**config.mk**
```make
export PLATFORM = sky130hd
export DESIGN_NAME = alt_vipcti130_vid2is_sync_lock_controller
export DESIGN_NICKNAME = d
export VERILOG_FILES = /design/src/rtl/alt_vipcti130_vid2is_sync_lock_controller.sv
export SDC_FILE = /design/constraint.sdc
export NUM_CORES = 1
export LEC_CHECK = 0
export CORE_MARGIN = 4
export CORE_UTILIZATION = 60
export DETAILED_ROUTE_END_ITERATION = 16
export GPL_ROUTABILITY_DRIVEN = 0
export PLACE_DENSITY = 0.8
export RECOVER_POWER = 100
export REMOVE_ABC_BUFFERS = 1
export SYNTH_ARGS = -nofsm -noshare
export SYNTH_HDL_FRONTEND = slang
export SYNTH_SLANG_ARGS = --single-unit
```
**constraint.sdc**
```tcl
create_clock -name clk -period 3.38 [get_ports clk]
set_clock_uncertainty 0.05 [all_clocks]
set_input_delay 0.507 -clock clk [delete_from_list [all_inputs] [get_ports clk]]
set_output_delay 0.507 -clock clk [all_outputs]
set_load 0.05 [all_outputs]
```
**src/rtl/alt_vipcti130_vid2is_sync_lock_controller.sv**
```systemverilog
`default_nettype none
// ============================================================================
// Module   : alt_vipcti130_vid2is_sync_lock_controller
// Purpose  : Sequences the embedded-sync extractor. It measures active width,
//            active lines per field and interlace from the decoded h/v/f/
//            datavalid stream. It asserts vid_locked once the format has
//            repeated for LOCK_FRAMES frames, and drops lock on a persistent
//            format change or on loss of vertical timing.
// Ports    : clk, rst (sync, active-low)      - clock / reset
//            enable                           - 0 forces IDLE
//            vid_enable                       - sample qualifier
//            vid_h_sync/v_sync/f/datavalid    - decoded extractor stream
//            vid_locked                       - lock to extractor / status
//            active_width, active_height_f0/f1, interlaced - locked format
//            resolution_changed               - pulse on lock loss
//            state_out                        - FSM state for status
// Revision : 1.0 - initial release
// ============================================================================
module alt_vipcti130_vid2is_sync_lock_controller #(
  parameter int CNT_WIDTH      = 16,
  parameter int LOCK_FRAMES    = 3,
  parameter int UNLOCK_FRAMES  = 2,
  parameter int TIMEOUT_CYCLES = 4194304
) (
  input  logic                 clk,
  input  logic                 rst,
  input  logic                 enable,
  input  logic                 vid_enable,
  input  logic                 vid_h_sync,
  input  logic                 vid_v_sync,
  input  logic                 vid_f,
  input  logic                 vid_datavalid,
  output logic                 vid_locked,
  output logic [CNT_WIDTH-1:0] active_width,
  output logic [CNT_WIDTH-1:0] active_height_f0,
  output logic [CNT_WIDTH-1:0] active_height_f1,
  output logic                 interlaced,
  output logic                 resolution_changed,
  output logic [2:0]           state_out
);

  localparam int MC_W = $clog2(LOCK_FRAMES + 1);
  localparam int MS_W = $clog2(UNLOCK_FRAMES + 1);
  localparam int TO_W = $clog2(TIMEOUT_CYCLES + 1);

  localparam logic [CNT_WIDTH-1:0] C_CNT_MAX = '1;
  localparam logic [MC_W-1:0]      C_LOCK_N  = MC_W'(LOCK_FRAMES);
  localparam logic [MS_W-1:0]      C_MISS_N  = MS_W'(UNLOCK_FRAMES);
  localparam logic [TO_W-1:0]      C_TO_LAST = TO_W'(TIMEOUT_CYCLES - 1);

  typedef enum logic [2:0] {
    S_IDLE    = 3'd0,
    S_SEARCH  = 3'd1,
    S_MEASURE = 3'd2,
    S_CONFIRM = 3'd3,
    S_LOCKED  = 3'd4
  } state_t;

  // --------------------------------------------------------------------------
  // Measurement path registers
  // --------------------------------------------------------------------------
  logic                 dv_prev_q, dv_prev_d;
  logic                 v_prev_q, v_prev_d;
  logic                 last_f_q, last_f_d;     // f on latest active sample
  logic                 prev_f_q, prev_f_d;     // f of the previous field
  logic [CNT_WIDTH-1:0] wcnt_q, wcnt_d;
  logic [CNT_WIDTH-1:0] lcnt_q, lcnt_d;
  logic [CNT_WIDTH-1:0] fwidth_q, fwidth_d;
  logic                 fwidth_vld_q, fwidth_vld_d;
  logic                 fbad_q, fbad_d;
  logic [CNT_WIDTH-1:0] pf_h_q, pf_h_d;         // previous field snapshot
  logic [CNT_WIDTH-1:0] pf_w_q, pf_w_d;
  logic                 pf_bad_q, pf_bad_d;
  logic [TO_W-1:0]      to_cnt_q, to_cnt_d;

  // --------------------------------------------------------------------------
  // Control path registers
  // --------------------------------------------------------------------------
  state_t               state_q, state_d;
  logic [MC_W-1:0]      match_cnt_q, match_cnt_d;
  logic [MS_W-1:0]      miss_cnt_q, miss_cnt_d;
  logic [CNT_WIDTH-1:0] ref_w_q, ref_w_d;
  logic [CNT_WIDTH-1:0] ref_h0_q, ref_h0_d;
  logic [CNT_WIDTH-1:0] ref_h1_q, ref_h1_d;
  logic                 ref_il_q, ref_il_d;
  logic                 locked_q, locked_d;
  logic [CNT_WIDTH-1:0] act_w_q, act_w_d;
  logic [CNT_WIDTH-1:0] act_h0_q, act_h0_d;
  logic [CNT_WIDTH-1:0] act_h1_q, act_h1_d;
  logic                 act_il_q, act_il_d;
  logic                 rc_q, rc_d;

  // --------------------------------------------------------------------------
  // Event decode (only enabled cycles count)
  // --------------------------------------------------------------------------
  logic                 w_dv;
  logic                 w_dv_rise;
  logic                 w_dv_fall;
  logic                 w_field_end;
  logic                 w_cand;
  logic                 w_frame_end;
  logic                 w_to_hit;
  logic [CNT_WIDTH-1:0] w_fr_h0;
  logic [CNT_WIDTH-1:0] w_fr_h1;
  logic                 w_fr_bad;
  logic                 w_match;
  logic [MC_W-1:0]      w_match_inc;
  logic [MS_W-1:0]      w_miss_inc;

  assign w_dv        = vid_enable & vid_datavalid;
  assign w_dv_rise   = vid_enable & vid_datavalid & ~dv_prev_q;
  assign w_dv_fall   = vid_enable & ~vid_datavalid & dv_prev_q;
  assign w_field_end = vid_enable & vid_v_sync & ~v_prev_q;
  assign w_cand      = last_f_q ^ prev_f_q;
  // A progressive field is a whole frame; an interlaced frame ends on f=1.
  assign w_frame_end = w_field_end & (~w_cand | last_f_q);
  assign w_to_hit    = (to_cnt_q == C_TO_LAST);

  // For an interlaced frame the f0 half comes from the previous-field snapshot
  // and both halves must agree on line width.
  assign w_fr_h0  = w_cand ? pf_h_q : lcnt_q;
  assign w_fr_h1  = w_cand ? lcnt_q : '0;
  assign w_fr_bad = fbad_q | (w_cand & (pf_bad_q | (pf_w_q != fwidth_q)));
  assign w_match  = ~w_fr_bad
                  & (fwidth_q == ref_w_q)
                  & (w_fr_h0  == ref_h0_q)
                  & (w_fr_h1  == ref_h1_q)
                  & (w_cand   == ref_il_q);

  assign w_match_inc = match_cnt_q + MC_W'(1);
  assign w_miss_inc  = miss_cnt_q + MS_W'(1);

  // --------------------------------------------------------------------------
  // Measurement next-state
  // --------------------------------------------------------------------------
  always_comb begin
    dv_prev_d    = dv_prev_q;
    v_prev_d     = v_prev_q;
    last_f_d     = last_f_q;
    prev_f_d     = prev_f_q;
    wcnt_d       = wcnt_q;
    lcnt_d       = lcnt_q;
    fwidth_d     = fwidth_q;
    fwidth_vld_d = fwidth_vld_q;
    fbad_d       = fbad_q;
    pf_h_d       = pf_h_q;
    pf_w_d       = pf_w_q;
    pf_bad_d     = pf_bad_q;

    if (vid_enable) begin
      dv_prev_d = vid_datavalid;
      v_prev_d  = vid_v_sync;
      if (vid_datavalid) begin
        last_f_d = vid_f;
      end
    end

    if (w_dv) begin
      if (wcnt_q == C_CNT_MAX) begin
        fbad_d = 1'b1;
      end else begin
        wcnt_d = wcnt_q + CNT_WIDTH'(1);
      end
      // Active data inside horizontal blanking means the decode is corrupt.
      if (vid_h_sync) begin
        fbad_d = 1'b1;
      end
    end

    if (w_dv_fall) begin
      if (!fwidth_vld_q) begin
        fwidth_d     = wcnt_q;
        fwidth_vld_d = 1'b1;
      end else if (wcnt_q != fwidth_q) begin
        fbad_d = 1'b1;
      end
      wcnt_d = '0;
    end

    if (w_dv_rise) begin
      if (lcnt_q == C_CNT_MAX) begin
        fbad_d = 1'b1;
      end else begin
        lcnt_d = lcnt_q + CNT_WIDTH'(1);
      end
    end

    // Field end: snapshot this field for the next one, then start afresh.
    if (w_field_end) begin
      prev_f_d     = last_f_q;
      pf_h_d       = lcnt_q;
      pf_w_d       = fwidth_q;
      pf_bad_d     = fbad_q;
      lcnt_d       = '0;
      fwidth_d     = '0;
      fwidth_vld_d = 1'b0;
      fbad_d       = 1'b0;
    end

    to_cnt_d = (w_field_end | w_to_hit) ? '0 : to_cnt_q + TO_W'(1);
  end

  // --------------------------------------------------------------------------
  // Lock FSM next-state and outputs
  // --------------------------------------------------------------------------
  always_comb begin
    state_d     = state_q;
    match_cnt_d = match_cnt_q;
    miss_cnt_d  = miss_cnt_q;
    ref_w_d     = ref_w_q;
    ref_h0_d    = ref_h0_q;
    ref_h1_d    = ref_h1_q;
    ref_il_d    = ref_il_q;
    act_w_d     = act_w_q;
    act_h0_d    = act_h0_q;
    act_h1_d    = act_h1_q;
    act_il_d    = act_il_q;
    rc_d        = 1'b0;

    if (!enable) begin
      state_d     = S_IDLE;
      match_cnt_d = '0;
      miss_cnt_d  = '0;
    end else if (state_q == S_IDLE) begin
      state_d = S_SEARCH;
    end else if (w_to_hit) begin
      // Timeout beats a coincident frame end.
      state_d     = S_SEARCH;
      match_cnt_d = '0;
      miss_cnt_d  = '0;
      rc_d        = (state_q == S_LOCKED);
    end else begin
      case (state_q)
        S_SEARCH: begin
          if (w_field_end) begin
            state_d = S_MEASURE;
          end
        end
        S_MEASURE: begin
          if (w_frame_end) begin
            ref_w_d     = fwidth_q;
            ref_h0_d    = w_fr_h0;
            ref_h1_d    = w_fr_h1;
            ref_il_d    = w_cand;
            match_cnt_d = '0;
            state_d     = S_CONFIRM;
          end
        end
        S_CONFIRM: begin
          if (w_frame_end) begin
            if (w_match) begin
              match_cnt_d = w_match_inc;
              if (w_match_inc == C_LOCK_N) begin
                state_d    = S_LOCKED;
                miss_cnt_d = '0;
                act_w_d    = ref_w_q;
                act_h0_d   = ref_h0_q;
                act_h1_d   = ref_h1_q;
                act_il_d   = ref_il_q;
              end
            end else begin
              ref_w_d     = fwidth_q;
              ref_h0_d    = w_fr_h0;
              ref_h1_d    = w_fr_h1;
              ref_il_d    = w_cand;
              match_cnt_d = '0;
            end
          end
        end
        S_LOCKED: begin
          if (w_frame_end) begin
            if (w_match) begin
              miss_cnt_d = '0;
            end else if (w_miss_inc == C_MISS_N) begin
              state_d     = S_SEARCH;
              miss_cnt_d  = '0;
              match_cnt_d = '0;
              rc_d        = 1'b1;
            end else begin
              miss_cnt_d = w_miss_inc;
            end
          end
        end
        default: begin
          state_d = S_IDLE;
        end
      endcase
    end

    locked_d = (state_d == S_LOCKED);
  end

  // --------------------------------------------------------------------------
  // State registers
  // --------------------------------------------------------------------------
  always_ff @(posedge clk) begin
    if (!rst) begin
      dv_prev_q    <= 1'b0;
      v_prev_q     <= 1'b0;
      last_f_q     <= 1'b0;
      prev_f_q     <= 1'b0;
      wcnt_q       <= '0;
      lcnt_q       <= '0;
      fwidth_q     <= '0;
      fwidth_vld_q <= 1'b0;
      fbad_q       <= 1'b0;
      pf_h_q       <= '0;
      pf_w_q       <= '0;
      pf_bad_q     <= 1'b0;
      to_cnt_q     <= '0;
      state_q      <= S_IDLE;
      match_cnt_q  <= '0;
      miss_cnt_q   <= '0;
      ref_w_q      <= '0;
      ref_h0_q     <= '0;
      ref_h1_q     <= '0;
      ref_il_q     <= 1'b0;
      locked_q     <= 1'b0;
      act_w_q      <= '0;
      act_h0_q     <= '0;
      act_h1_q     <= '0;
      act_il_q     <= 1'b0;
      rc_q         <= 1'b0;
    end else begin
      dv_prev_q    <= dv_prev_d;
      v_prev_q     <= v_prev_d;
      last_f_q     <= last_f_d;
      prev_f_q     <= prev_f_d;
      wcnt_q       <= wcnt_d;
      lcnt_q       <= lcnt_d;
      fwidth_q     <= fwidth_d;
      fwidth_vld_q <= fwidth_vld_d;
      fbad_q       <= fbad_d;
      pf_h_q       <= pf_h_d;
      pf_w_q       <= pf_w_d;
      pf_bad_q     <= pf_bad_d;
      to_cnt_q     <= to_cnt_d;
      state_q      <= state_d;
      match_cnt_q  <= match_cnt_d;
      miss_cnt_q   <= miss_cnt_d;
      ref_w_q      <= ref_w_d;
      ref_h0_q     <= ref_h0_d;
      ref_h1_q     <= ref_h1_d;
      ref_il_q     <= ref_il_d;
      locked_q     <= locked_d;
      act_w_q      <= act_w_d;
      act_h0_q     <= act_h0_d;
      act_h1_q     <= act_h1_d;
      act_il_q     <= act_il_d;
      rc_q         <= rc_d;
    end
  end

  assign vid_locked         = locked_q;
  assign active_width       = act_w_q;
  assign active_height_f0   = act_h0_q;
  assign active_height_f1   = act_h1_q;
  assign interlaced         = act_il_q;
  assign resolution_changed = rc_q;
  assign state_out          = state_q;

endmodule
`default_nettype wire

```
==> results.sh <==
export IMPL_ios=62
export IMPL_totalWireLength_um=23110
export IMPL_synthCells=1172
export IMPL_die_area_um2=19260
export IMPL_nNetsFinal=1232
export IMPL_start_util_pct=61.65
export IMPL_switching_share_pct=22.06
export IMPL_worstPathMaxFanout=40
export IMPL_netlist_top_cells_area="dfxtp_1, mux2i_1, nand2_1, xor2_1, nor2b_1"
export IMPL_drtIter0Drc=576
export IMPL_cts_tree="yes"
export IMPL_end_kind="flop"
export IMPL_drc=0
export IMPL_routed_top_layer="met4"
export IMPL_p_int_mw=4.064
export IMPL_grt_max_degree=76
export IMPL_finalCriticalPeriod_ps=3248
export IMPL_slew_viol_final=0
export IMPL_grt_pass1_vias=7898
export IMPL_holdPathEnd="ref_w_q[5]"
export IMPL_wl_met1_um=10200
export IMPL_grt_overflow=0
export IMPL_cts_root_buf="clkbuf_16"
export IMPL_p_sw_mw=1.150
export IMPL_via_per_inst=5.597
export IMPL_instances_no_fill=1453
export IMPL_pwr_share_seq_pct=49.5
export IMPL_yosysTopAreaCellShare_pct=42.34
export IMPL_ys_ff_latch=217
export IMPL_vias=8132
export IMPL_drtAntennaViolNets=0
export IMPL_port_buffers=61
export IMPL_critPathLaunchType="flop"
export IMPL_die_w_um=138.8
export IMPL_share_comb_of_total_power_pct=4.3
export IMPL_hp_class="in -> reg"
export IMPL_max_cap_viol_count=0
export IMPL_routedWlPerCell_um=15.90
export IMPL_dp_cells=1407
export IMPL_ys_seq_area_share_pct=42.34
export IMPL_hp_start="rst"
export IMPL_cts_buffers=23
export IMPL_crit_type="reg -> reg"
export IMPL_route_met3_wl_um=917
export IMPL_grt_use_total_pct=22.88
export IMPL_clk_insertion_delay_late_ps=510
export IMPL_outcome="completed"
export IMPL_synth_distinct_cells=52
export IMPL_final_hold_viol_count=0
export IMPL_cp_arrival_ps=3590
export IMPL_slew_headroom_pct=34.65
export IMPL_worstReg2RegStart="prev_f_q"
export IMPL_cts_htree_levels=1
export IMPL_fin_util_pct=72.24
export IMPL_clkSinkCount=217
export IMPL_cts_buffer_depth=3
export IMPL_diodes=0
export IMPL_ir_worst_vdd_uv=413.0
export IMPL_power_density_nw_per_um2=433.7
export IMPL_cp_required_ps=3720
export IMPL_p_clk_share_pct=46.2
export IMPL_r2r_slack_ps=130
export IMPL_antenna_found_initial=0
export IMPL_areaGrowthSynthToFinish_pct=17.18
export IMPL_timing_final_crit_share_pct=96.10
export IMPL_setup_viol=0
export IMPL_worstReg2RegEnd="active_height_f1[8]"
export IMPL_ys_async_sr_fraction_pct=0
export IMPL_met2_length_um=11450
export IMPL_rows=47
export IMPL_avgSynthCellArea_um2=8.754
export IMPL_worst_pin_slew_ps=980.3
export IMPL_synth_edf_count=0
export IMPL_fp_dieH_um=138.8
export IMPL_grt_pass1_wl_um=38100
export IMPL_yosysWarnings=0
export IMPL_drive_gt1_share_pct=8.191
export IMPL_ys_flop_type="dfxtp_1"
export IMPL_yosys_area_top_type="dfxtp_1"
export IMPL_dp_hpwl_um=15080
export IMPL_rr_worst_depth=12
export IMPL_firstDrtPassIters=7
export IMPL_holdWs_ps=390.3
export IMPL_p_leak_nw=4.913
export IMPL_clk_pin_slew_ps=60
export IMPL_whs_path_depth=3
export IMPL_timing_fmax_mhz=307.9
export IMPL_netlist_area_um2=10260
export IMPL_core_um2=16640
[routing by layer]
metal / vias to the layer above / global-route usage [%]
met2: 179 / 40.09
met5: - / 0
li1: 4015 / -
met1: 3892 / 29.58
met3: 46 / 3.276
met4: 0 / 6.334
[logic make-up (layout without fill, tap and decap cells)]
logic type / Yosys count / in the layout / share of synthesized area [%]
mux: 115 / 115 / 11.41
fa+ha+maj: 5 / 5 / 0.6098
compound gates: 120 / 121 / 7.719
buf+inv: 107 / 167 / 4.354
simple gates: 494 / 494 / 23.83
xor+xnor: 114 / 114 / 9.732
flops: 217 / 217 / 42.34
[per-stage QoR]
stage	power (mW)	TNS (ps)	area (um2)	setup WS [ps]
after floorplan	2.743	-227650	9877	-2726
after global placement	2.843	-94.68	11130	-11.09
after detailed placement	2.845	-147.9	11130	-30.43
after CTS	5.236	0	11870	30.61
after global routing	5.368	-16.54	12020	-16.54
final	5.214	0	12020	132.0
[placed cells by master, fill, tap and decap left out, types with 20 or more instances in the layout]
cell type and instances:
a21boi_0 37, a21oi_1 33, buf_4 38, clkbuf_16 24, dfxtp_1 216, dlygate4sd3_1 55, mux2i_1 97, nand2_1 191
nand3_1 20, nand4_1 25, nor2_1 81, nor2b_1 69, xnor2_1 44, xor2_1 70
[cells in the mapped netlist, types with 3 or more instances]
library cell	instances
a31oi_1	10
mux2_1	13
and3_1	12
buf_2	9
o21ai_0	9
and2_1	18
nor3_1	9
buf_4	5
or3_1	4
xor2_1	70
or2_2	4
nor4bb_1	5
nand4_1	25
clkbuf_1	72
xnor2_1	44
a211oi_1	5
dfxtp_1	217
nor2_1	82
nor2b_1	69
mux2_2	3
a21boi_0	38
nand2_1	191
nand2b_1	11
a21oi_1	34
o32ai_1	5
nand3_1	20
and4_1	5
mux2i_1	99
inv_1	17
ha_1	5
nor3b_1	4
nand3b_1	17
nor4_1	13
[area by class of cell]
cell class              instances  area [um2]
multi-input cells             849        5585
fillers                      1246        4619
flip-flops and latches        217        4345
repair buffers                111        1039
clock buffers                  31       645.6
well taps                     220       275.3
clock inverters                 8       68.82
inverters                      17       63.81
[state kept, by name, summed over array words and instances (netlist names), 3 cells and up]
signal,flops
pf_h_q,16
lcnt_q,16
active_width,16
ref_w_q,16
active_height_f0,16
fwidth_q,16
active_height_f1,16
state_out,3
ref_h0_q,16
wcnt_q,16
pf_w_q,16
to_cnt_q,23
ref_h1_q,16
[worst max-delay path, cell delays in order (launching register included)]
cell       delay [ps]
dfxtp_1           390
ha_4              250
buf_12            170
nand2b_4          160
a2111oi_4         360
o2111ai_2         220
nor4_4            320
nor4b_4           270
nand4b_1          240
buf_4             220
buf_12            170
mux2i_2           200
nor2b_1            70
[worst max path at each step]
| stage | startpoint | end | slack [ps] | cells past startpoint |
|---|---|---|---|---|
| 2_1_floorplan | last_f_q | ref_h0_q[10] | -2730 | 10 |
| 3_3_place_gp | last_f_q | active_height_f0[8] | -10 | 13 |
| 3_5_place_dp | last_f_q | active_height_f0[15] | -30 | 13 |
| 4_1_cts | last_f_q | active_height_f1[8] | 30 | 12 |
| 5_1_grt | last_f_q | active_height_f1[8] | -20 | 13 |
| 6_report | prev_f_q | active_height_f1[8] | 130 | 12 |
[what timing repair did]
item	4_1_cts	5_1_grt
buffers inserted	0	5
cloned	1	1
endpoints found under the hold margin	0	0
pin swaps	1	4
hold buffers	0	0
setup endpoints to repair	55	98
gates resized for setup	2	22
[power by group through the flow]
stage	combinational [mW]	clock, mW	sequential [mW]
2_1_floorplan	0.107	0	2.64
3_3_place_gp	0.206	0	2.64
3_5_place_dp	0.208	0	2.64
4_1_cts	0.213	2.44	2.58
5_1_grt	0.243	2.54	2.58
6_report	0.225	2.41	2.58
Note: power is estimated with default switching activity, not from simulation.
